[config.mk]
export PLATFORM = sky130hd
export DESIGN_NAME = seq_bin_to_bcd
export DESIGN_NICKNAME = d
export VERILOG_FILES = /design/src/rtl/seq_bin_to_bcd.sv
export SDC_FILE = /design/constraint.sdc
export NUM_CORES = 1
export LEC_CHECK = 0
export BUFFER_PORTS_ARGS = -buffer_cell sky130_fd_sc_hd__clkbuf_2
export CAP_MARGIN = 20
export CORE_MARGIN = 3
export CORE_UTILIZATION = 59
export CTS_BUF_LIST = sky130_fd_sc_hd__clkbuf_8
export DETAILED_ROUTE_END_ITERATION = 10
export MAX_ROUTING_LAYER = met4
export PLACE_DENSITY_LB_ADDON = 0.3
export SLEW_MARGIN = 0
export SYNTH_ARGS = -nofsm -noshare
export SYNTH_HDL_FRONTEND = slang
export SYNTH_SLANG_ARGS = --single-unit
[constraint.sdc]
create_clock -name clk -period 1.8 [get_ports clk]
set_input_delay 0.18 -clock clk [delete_from_list [all_inputs] [get_ports clk]]
set_output_delay 0.18 -clock clk [all_outputs]
set_load 0.01 [all_outputs]
[src/rtl/seq_bin_to_bcd.sv]
// Multi-cycle binary-to-BCD converter (shift-and-add-3), one magnitude bit per clock.
// Produces sign, packed BCD digits and an overflow flag for a seven-segment display driver.
module seq_bin_to_bcd #(
    parameter int WIDTH  = 13,
    parameter int DIGITS = 4
) (
    input  logic                  clk,
    input  logic                  rst_n,
    input  logic                  i_start,
    input  logic                  i_signed_mode,
    input  logic [WIDTH-1:0]      i_bin_in,
    output logic                  o_busy,
    output logic                  o_done,
    output logic                  o_valid,
    output logic                  o_neg,
    output logic                  o_overflow,
    output logic [4*DIGITS-1:0]   o_bcd_out
);

    localparam int CW = $clog2(WIDTH + 1);

    typedef enum logic [1:0] {
        S_IDLE  = 2'd0,
        S_SHIFT = 2'd1,
        S_DONE  = 2'd2
    } state_t;

    state_t              r_state;
    logic [CW-1:0]       r_count;
    logic [WIDTH-1:0]    r_mag;
    logic [4*DIGITS-1:0] r_digits;
    logic                r_neg;
    logic                r_ovf;

    logic                w_neg_in;
    logic [WIDTH-1:0]    w_mag_in;
    logic [4*DIGITS-1:0] w_adj;

    function automatic logic [3:0] add3(input logic [3:0] d);
        logic [3:0] r;
        if (d >= 4'd5) begin
            r = d + 4'd3;
        end else begin
            r = d;
        end
        return r;
    endfunction

    // Sign/magnitude of the incoming value and the per-digit +3 adjust of the running digits.
    always_comb begin
        w_neg_in = i_signed_mode & i_bin_in[WIDTH-1];
        if (w_neg_in) begin
            w_mag_in = ~i_bin_in + WIDTH'(1);
        end else begin
            w_mag_in = i_bin_in;
        end
        w_adj = '0;
        for (int i = 0; i < DIGITS; i++) begin
            w_adj[4*i +: 4] = add3(r_digits[4*i +: 4]);
        end
    end

    // Conversion FSM with registered status and result outputs.
    always_ff @(posedge clk or negedge rst_n) begin
        if (!rst_n) begin
            r_state    <= S_IDLE;
            r_count    <= '0;
            r_mag      <= '0;
            r_digits   <= '0;
            r_neg      <= 1'b0;
            r_ovf      <= 1'b0;
            o_busy     <= 1'b0;
            o_done     <= 1'b0;
            o_valid    <= 1'b0;
            o_neg      <= 1'b0;
            o_overflow <= 1'b0;
            o_bcd_out  <= '0;
        end else begin
            case (r_state)
                S_IDLE: begin
                    o_done <= 1'b0;
                    if (i_start) begin
                        r_mag    <= w_mag_in;
                        r_neg    <= w_neg_in;
                        r_digits <= '0;
                        r_ovf    <= 1'b0;
                        r_count  <= '0;
                        o_busy   <= 1'b1;
                        r_state  <= S_SHIFT;
                    end else begin
                        r_state  <= S_IDLE;
                    end
                end
                S_SHIFT: begin
                    o_done   <= 1'b0;
                    // The bit leaving the top digit means the value no longer fits in DIGITS.
                    r_digits <= {w_adj[4*DIGITS-2:0], r_mag[WIDTH-1]};
                    r_mag    <= {r_mag[WIDTH-2:0], 1'b0};
                    if (w_adj[4*DIGITS-1]) begin
                        r_ovf <= 1'b1;
                    end else begin
                        r_ovf <= r_ovf;
                    end
                    r_count <= r_count + CW'(1);
                    if (r_count == CW'(WIDTH - 1)) begin
                        r_state <= S_DONE;
                    end else begin
                        r_state <= S_SHIFT;
                    end
                end
                S_DONE: begin
                    o_bcd_out  <= r_ovf ? '1 : r_digits;
                    o_neg      <= r_neg;
                    o_overflow <= r_ovf;
                    o_done     <= 1'b1;
                    o_valid    <= 1'b1;
                    o_busy     <= 1'b0;
                    r_state    <= S_IDLE;
                end
                default: begin
                    o_done  <= 1'b0;
                    o_busy  <= 1'b0;
                    r_state <= S_IDLE;
                end
            endcase
        end
    end

endmodule
==> run_results.csv <==
group,metric,value,unit
status,status,"finished clean",
power,p_total,0.005619,W
critical_path,cp_data_arrival_time,1.81,ns
grt,antenna_found_initial,0,
critical_path,crit_path_cell_trace,"inv_1 -> ha_1 -> nand2b_1 -> a21oi_1 -> mux2_2 -> o21ai_0",
power,powerDensity,1702,mW/mm^2
logic_synthesis,synthesis.area,0.002834,mm^2
route,drtIter0Drc,122,
route,wire_per_inst,13.50,um
timing,min_period_over_period,87.04,%
route,wl_met3,238,um
grt,grt_pass1_vias,2033,
clock_tree,cts_tree,"built",
logic_synthesis,yosysSeqAreaShare,51.21,%
logic_synthesis,synth_commonest_cells,"dfrtp_1, o21ai_0, nand2_1, nor2_1, inv_1",
logic_synthesis,synth_fp_nets,312,
logic_synthesis,synth.area.top_cells,"dfrtp_1, o21ai_0, ha_1",
critical_path,worstPathMaxFanout,4,
route,wirelength_met1,2503,um
flow_run,maxCapViolCount,0,
timing,finalSetupViolCount,0,
logic_synthesis,ys_dominant_reg_cell,"dfrtp_1",
critical_path,end_kind,"flop",
clock_tree,clkSlewWorstSetupHoldPaths,0.06,ns
timing,setup_slack,0.2332,ns
timing,setup_tns,0,ns
final_layout,seq_area,0.001451,mm^2
grt,grt_max_degree,59,
route,highest_layer,"met4",
die,initial_core_util,62.92,%
grt,grt-ovfl-total,0,
logic_synthesis,yosys.area.top_type_share,51.21,%
die,die_h,75.31,um
die,chipWidth,75.31,um
placement,io_buffers,37,
die,io_pins,38,
final_layout,drive_above_1_share,20.30,%
clock_tree,cts_root_buf,"clkbuf_8",
placement,routabilityCongestion,0.8333,
critical_path,criticalPathCategory,"reg -> reg",
timing,rsz0062_at_grt,"false",
logic_synthesis,synthMuxAreaShare,2.605,%
logic_synthesis,synthCells,284,
logic_synthesis,ys_async_sr_fraction,100.0,%
timing,slew_headroom,55.21,%
clock_tree,cts_buffers,9,
timing,worstMarginPinSlew,0.6648,ns
timing,fmax,638.2,MHz
logic_synthesis,synth_cell_type_count,37,
grt,grt.total_usage,21.69,%
power,vdd.ir_drop.worst,0.6201,mV
final_layout,nFillCells,322,
route,vias,2182,
logic_synthesis,avgSynthCellArea,9.979,um^2
logic_synthesis,synth_top_family_by_area,"compound AO/OA/AOI/OAI gates",
critical_path,regToRegSetupSlack,0.23,ns
placement,dp_slack,0.2276,ns
critical_path,critPathLaunchType,"flop",
logic_synthesis,ys_ff_latch,58,
logic_synthesis,synth_edf_count,0,
logic_synthesis,synth_compound_area_share,19.43,%
route,firstDrtPassIters,5,
critical_path,crit_buf_inv,1,
critical_path,crit_slowest_cell,"dfrtp_1",
die,rows,24,
logic_synthesis,synth-adder-area-share,4.857,%
final_layout,multi_input_area,0.001254,mm^2
route,routed_wl,5225,um
clock_tree,htree_levels,3,
final_layout,nets,361,
clock_tree,clk_latency,0.33,ns
grt,grt_pass1_wl,8949,um
power,leakagePower,1.623,nW
timing,final-hold-violation-count,0,
logic_synthesis,yosysMostFrequentCell,"dfrtp_1",
die,die-area,0.005671,mm^2
route,postRouteAntennaNets,0,
critical_path,critical_path.top_delay_family,"flip-flops",
critical_path,required,2.04,ns
die,core-area,0.004504,mm^2
clock_tree,clock-sinks,58,
timing,slew_viol_final,0,
timing,fin_crit,1.567,ns
logic_synthesis,yosys_warnings,0,
logic_synthesis,synth-simple-area-share,12.41,%
placement,dpl.hpwl,3794,um
route,viasPerCell,5.638,
clock_tree,cts_buffer_depth,2,
timing,finClkSkew,0.005246,ns
final_layout,diodes,0,
logic_synthesis,synth_area_leader_cell,"dfrtp_1",
route,drc_errors,0,
logic_synthesis,synthXorXnorAreaFrac,4.945,%
final_layout,area_delta_synth_final,16.51,%
hold_path,hp-class,"in -> reg",
route,met2_wirelength,2380,um
critical_path,cp_slowest_stage_delay,0.41,ns
layout make-up:
class	count	area share [%]
Inverter	16	1.819
Timing Repair Buffer	52	9.473
Tap cell	52	1.970
Clock inverter	2	0.2274
Clock buffer	11	4.585
Multi-Input combinational cell	196	37.97
Sequential cell	58	43.96
cells by family after synthesis:
group	Yosys count
fa+ha+maj	11
mux	7
compound gates	89
flops	58
simple gates	73
buf+inv	30
xor+xnor	16
report_power, final:
part	total [W]	leakage (nW)	switching (W)	internal, W
Clock	0.000982	0.0897	0.000441	0.000541
Sequential	0.00226	0.741	0.000407	0.00185
Combinational	0.00238	0.792	0.00124	0.00114
routing by layer:
metal	up-vias	track usage [%]
met5	-	-
met4	0	9.320
met3	9	5.541
met2	52	34.13
met1	1018	26.53
li1	1103	-
per-stage QoR:
step / area [um^2] / utilization (%) / hold WS (ns) / std cells
CTS: 3302 / 73.31 / 0.09786 / 387
global route: 3302 / 73.31 / 0.1067 / 387
floorplan: 2834 / - / -0.1156 / 284
finish: 3302 / 73.31 / 0.1137 / 387
global placement: 3133 / 69.56 / 0.2088 / 373
detailed placement: 3133 / 69.56 / 0.2061 / 373
path summary, 6_finish.rpt:
kind,startpoint,to,cells past startpoint
worst max-delay path,r_digits[4],r_digits[6],6
worst min-delay path,i_bin_in[12],r_mag[12],2
worst max register to register,r_digits[4],r_digits[6],6
worst min register to register,o_valid,o_valid,1
max in group asynchronous,rst_n,r_count[0],3
min in group asynchronous,rst_n,o_valid,3
sequential cells by signal, indices dropped and copies added (netlist names):
signal,count
r_neg,1
o_valid,1
r_digits,16
o_overflow,1
o_bcd_out,16
r_state,2
r_count,4
o_done,1
o_neg,1
r_mag,13
o_busy,1
r_ovf,1
repair_timing:
item | CTS | global route
hold buffers | 1 | 0
buffers inserted | 0 | 0
resized for setup | 0 | 0
endpoints found under the hold margin | 58 | 0
cell usage in the layout, fill, tap and decap left out, types with 4 or more instances in the layout:
cell / count
clkbuf_8: 11
nor2_1: 24
o31ai_1: 4
nand2b_1: 7
xnor2_1: 14
o22ai_1: 10
a22o_1: 4
inv_1: 18
a32o_1: 4
buf_4: 13
o21ai_0: 34
mux2i_1: 4
nand2_1: 24
dfrtp_1: 58
clkbuf_2: 37
nor3_1: 5
a21oi_1: 14
a22oi_1: 5
ha_1: 11
(Power assumes the default switching activity.)
